--- config.mk ---
export PLATFORM = sky130hd
export DESIGN_NAME = btn_event_queue
export DESIGN_NICKNAME = d
export VERILOG_FILES = /design/src/rtl/btn_event_queue.sv
export SDC_FILE = /design/constraint.sdc
export NUM_CORES = 1
export LEC_CHECK = 0
export CELL_PAD_IN_SITES_DETAIL_PLACEMENT = 0
export CELL_PAD_IN_SITES_GLOBAL_PLACEMENT = 1
export CORE_MARGIN = 4
export CORE_UTILIZATION = 50
export CTS_BUF_LIST = sky130_fd_sc_hd__clkbuf_16
export DETAILED_ROUTE_END_ITERATION = 16
export GPL_ROUTABILITY_DRIVEN = 1
export GPL_TIMING_DRIVEN = 0
export PLACE_DENSITY = 0.79
export SLEW_MARGIN = 10
export SYNTH_ARGS = -nofsm -noshare
export SYNTH_HDL_FRONTEND = slang
export SYNTH_SLANG_ARGS = --single-unit
--- constraint.sdc ---
create_clock -name i_clk -period 4.6 [get_ports i_clk]
set_input_delay 0.92 -clock i_clk [delete_from_list [all_inputs] [get_ports i_clk]]
set_output_delay 0.92 -clock i_clk [all_outputs]
set_load 0.03 [all_outputs]
--- src/rtl/btn_event_queue.sv ---
// Button event queue: turns settled edges of the debounced input vector into
// {[ts,] level, idx} words in a FWFT FIFO. Optional macro: BTNEVT_TIMESTAMP_EN.
module btn_event_queue #(
    parameter int NIN    = 21,
    parameter int LGFIFO = 4,
    parameter int TSBITS = 16,
    localparam int IW    = $clog2(NIN),
`ifdef BTNEVT_TIMESTAMP_EN
    localparam int EW    = TSBITS + 1 + IW
`else
    localparam int EW    = 1 + IW
`endif
) (
    input  logic              i_clk,
    input  logic              i_reset,
    input  logic [NIN-1:0]    i_debounced,
    input  logic              i_rd,
    output logic [EW-1:0]     o_event,
    output logic              o_empty,
    output logic [LGFIFO:0]   o_count,
    output logic              o_overflow,
    output logic              o_int
);

    localparam logic [LGFIFO:0] DEPTH = (LGFIFO+1)'(1) << LGFIFO;

    logic [NIN-1:0]  r_prev;
    logic [NIN-1:0]  pending;
    logic [NIN-1:0]  diff;
    logic [NIN-1:0]  clr;
    logic [IW-1:0]   svc_idx;
    logic            svc_vld;
    logic            full;
    logic            rd_ok;
    logic            wr_ok;
    logic            drop;
    logic [EW-1:0]   wr_data;
    logic [LGFIFO:0] wr_ptr;
    logic [LGFIFO:0] rd_ptr;
    logic [EW-1:0]   mem [2**LGFIFO];

    assign diff = i_debounced ^ r_prev;

    // Downward scan so the last hit is the lowest set bit.
    always_comb begin
        svc_idx = '0;
        svc_vld = 1'b0;
        for (int i = NIN - 1; i >= 0; i--) begin
            if (pending[i]) begin
                svc_idx = IW'(i);
                svc_vld = 1'b1;
            end
        end
    end

    assign clr     = svc_vld ? (NIN'(1) << svc_idx) : '0;
    assign o_empty = (o_count == '0);
    assign full    = (o_count == DEPTH);
    assign rd_ok   = i_rd & ~o_empty;
    assign wr_ok   = svc_vld & (~full | rd_ok);
    assign drop    = svc_vld & ~wr_ok;

`ifdef BTNEVT_TIMESTAMP_EN
    logic [TSBITS-1:0] ts;

    always_ff @(posedge i_clk or posedge i_reset) begin
        if (i_reset) ts <= '0;
        else         ts <= ts + 1'b1;
    end

    assign wr_data = {ts, r_prev[svc_idx], svc_idx};
`else
    assign wr_data = {r_prev[svc_idx], svc_idx};
`endif

    always_ff @(posedge i_clk or posedge i_reset) begin
        if (i_reset) begin
            r_prev  <= '0;
            pending <= '0;
        end else begin
            r_prev  <= i_debounced;
            // Double toggles cancel; a fresh edge on the serviced bit re-arms it.
            pending <= (pending & ~clr) ^ diff;
        end
    end

    always_ff @(posedge i_clk) begin
        if (wr_ok) mem[wr_ptr[LGFIFO-1:0]] <= wr_data;
    end

    always_ff @(posedge i_clk or posedge i_reset) begin
        if (i_reset) begin
            wr_ptr     <= '0;
            rd_ptr     <= '0;
            o_count    <= '0;
            o_overflow <= 1'b0;
            o_int      <= 1'b0;
        end else begin
            if (wr_ok) wr_ptr <= wr_ptr + 1'b1;
            if (rd_ok) rd_ptr <= rd_ptr + 1'b1;
            case ({wr_ok, rd_ok})
                2'b10:   o_count <= o_count + 1'b1;
                2'b01:   o_count <= o_count - 1'b1;
                default: o_count <= o_count;
            endcase
            if (drop)       o_overflow <= 1'b1;
            else if (rd_ok) o_overflow <= 1'b0;
            o_int <= ~o_empty | o_overflow;
        end
    end

    assign o_event = mem[rd_ptr[LGFIFO-1:0]];

endmodule

==> reports/results.txt <==
transition time at the pin with the least slew margin = 1080 ps
Final min period = 4370 ps
Root Buffer Master = clkbuf_16
initial antenna violation count = 0
Worst-path clk slew = 60 ps
Final Cycle Share = 95.0%
Post-Synth Adder-Cell Area = 1.82%
DIE AREA = 0.0151 mm^2
drt initial violations = 281
Rel. slew slack = 27.2%
max-cap viol count = 0
Primary FF master, synth = edfxtp_1
design area = 0.00780 mm^2
Die X = 123 um
# rows = 41
mux contribution to synthesized area = 11.4%
Post-Syn Area = 0.00659 mm^2
gpl congestion = 0.817
xor and xnor area share after synthesis = 6.89%
TritonRoute pass-1 iters = 4
GR Util All Layers = 19.2%
Worst-Skew Late Latency = 420 ps
Synth Area in Compound Gates = 5.89%
Post-Syn Nets = 457
fraction of layout cells with a size suffix above 1 = 17.0%
drt drc = 0
fmax = 229 MHz
num ports = 38
gr ovfl total = 0
status = finished, final reports clean
CP Capture Type = output port
maximum clock insertion buffer count = 2
# hold bufs at CTS = 0
core area = 0.0128 mm^2
slowest stage delay, CP = 610 ps
final WL = 12.9 mm
Tot Pwr = 0.00530 W
power per cell area = 679 mW/mm^2
TritonCTS Buffers = 17
Post-Syn Instances = 424
Yosys cell types = 53
Slew Limit Fails = 0
multi-input logic area = 0.00219 mm^2
sequential element share of the synthesized area = 65.4%
WS Path Type = reg -> out
EDFF count, synth = 96
fin cells = 667
crit path max-delay cell type = mux4_2
first-pass GRT wire length = 21.1 mm
R2R Setup Slk = 940 ps
largest net degree at the start of global routing = 32
nets = 515
worst-path fanout max = 10
die height = 123 um
post-CTS setup buffers = 0
largest family of logic cells by synthesized area = multiplexers
worst vdd ir = 302 uV
routed via count = 3700
CP most frequent cell = mux4_2
worst path required time = 3680 ps
Clock Skew = 10.8 ps
reg-to-reg endpoint = o_count[4]
RSZ-0062 raised after global routing = false
dpl hpwl = 8.83 mm
via density per instance = 5.55
clock sinks = 153
Register-to-Register Path Depth = 14
hold crit path type = reg -> reg
critical path data arrival time = 3450 ps
Placement Cell Area = 0.00719 mm^2
Final Util = 61.1%
Synth Area in Simple Gates = 7.05%
crit-path cells = clkbuf_1, buf_2, mux4_2, mux4_2, clkdlybuf4s50_1
Mapped Avg Cell Area = 15.5 um^2
P_leak = 2.81 nW
Final Hold Viols = 0
ys async rst share = 37.3%
Initial Util = 51.6%
CP Capture Point = o_event[4]
fillcell total = 975
synth warn = 0
Final Setup Violations = 0
FF+latch area = 0.00431 mm^2
Setup TNS = 0 ps
crit path from = rd_ptr[0]
DR WL/cell = 19.4 um
FF+latch count, synth = 153
Area growth syn-to-layout = 18.4%
number of H-tree levels = 4
vias in the first global route = 3898
CTS tree = yes
cts repair resizes = 0
PortBufs = 37
Routed Antenna Nets = 0
FF-to-FF Start = pending[11]
diode count = 0
startpoint types = register
Placed Cells incl. Taps = 634
hold path cells = 1
-- final cells by class --
class / instances / area share, %
Sequential cell: 153 / 55.2
Multi-Input combinational cell: 245 / 28.0
Clock buffer: 19 / 6.09
Timing Repair Buffer: 39 / 5.15
Tap cell: 172 / 2.76
Clock inverter: 13 / 1.44
Inverter: 14 / 0.674
Buffer: 12 / 0.626
-- worst min path at each step --
stage / to / startpoint / slack (ps)
after CTS: pending[0] / r_prev[0] / 460
after floorplan: pending[0] / r_prev[0] / 430
final: pending[0] / r_prev[0] / 460
after detailed placement: pending[0] / r_prev[0] / 450
after global routing: pending[0] / r_prev[0] / 490
after global placement: pending[0] / r_prev[0] / 450
-- critical path: cells and delay by family (launching register included) --
kind	cells	cell delay [ps]
buf+inv	3	1580
flops	1	350
mux	2	1100
-- layer usage --
metal | share of wire, % | routed length [um] | global-route usage, %
met1 | 42 | 5440 | 25.5
met2 | 50 | 6510 | 30.9
met3 | 5.7 | 735 | 5.21
met4 | 1.9 | 249 | 6.65
met5 | 0 | 0 | 0
-- where the power goes --
part	switching [W]	internal [W]	total, W
registers	0.000199	0.00185	0.00205
clock network	0.000551	0.000812	0.00136
logic	0.00105	0.000829	0.00188
-- per-stage QoR --
step / hold slack, ps / setup slack [ps]
6_report: 455 / 230
5_1_grt: 488 / 44.0
4_1_cts: 457 / 168
3_5_place_dp: 447 / 345
3_3_place_gp: 445 / 528
2_1_floorplan: 432 / 1330
-- synthesized netlist by cell type (2+ instances only) --
cell      count  share of area [%]
inv_1        14               0.80
mux2i_1       5               0.76
o31ai_1       2               0.23
clkbuf_1      6               0.34
nand2_1      20                1.1
mux4_2       30                 10
or4_4         2               0.34
o21ai_1       7               0.53
a21oi_1       8               0.61
nor2b_1       4               0.38
a21o_1        2               0.23
ha_1          8                1.5
o211ai_1      6               0.68
buf_2         3               0.23
nor4_1        3               0.28
edfxtp_1     96                 44
nand4_1       3               0.28
a31oi_1       4               0.38
xnor2_1      27                3.6
nor3_1        7               0.53
xor2_1       23                3.1
dfrtp_1      57                 22
buf_1         3               0.17
o21ai_0      18                1.4
nor2_1       33                1.9
nand2b_1      4               0.38
or3_1         3               0.28
-- sequential cells by signal, indices dropped and copies added, names as in the netlist --
name        flops
wr_ptr          4
o_count         5
rd_ptr          4
o_overflow      1
mem            96
r_prev         21
o_int           1
pending        21
-- cells by family after synthesis --
kind of cell | after synthesis
AOI/OAI and AO/OA | 59
DFF | 153
adders and majority gates | 9
buffers and inverters | 26
and+or+nand+nor | 89
muxes | 37
xor gates and xnor gates | 51
-- cell usage in the layout, fill, tap and decap left out, types with 2 or more instances in the layout --
master	netlist	final
inv_4	0	2
nor2b_1	4	4
nor2_1	33	30
or3_1	3	3
clkbuf_1	6	6
o21ai_0	18	18
edfxtp_1	96	96
mux2i_1	5	5
nand2b_1	4	4
xor2_1	23	23
nor2_2	0	3
a21o_1	2	2
nand4_1	3	3
a31oi_1	4	4
a21oi_1	8	8
nor4_1	3	3
nand2_1	20	20
buf_2	3	3
inv_1	14	15
xnor2_1	27	27
inv_2	0	2
nor3_1	7	7
mux4_2	30	30
o211ai_1	6	6
buf_1	3	3
inv_6	0	3
ha_1	8	8
clkdlybuf4s50_1	0	37
clkbuf_16	0	19
o31ai_1	2	2
o21ai_1	7	7
or4_4	2	2
dfrtp_1	57	57
Power figures use the tool's default switching activity.
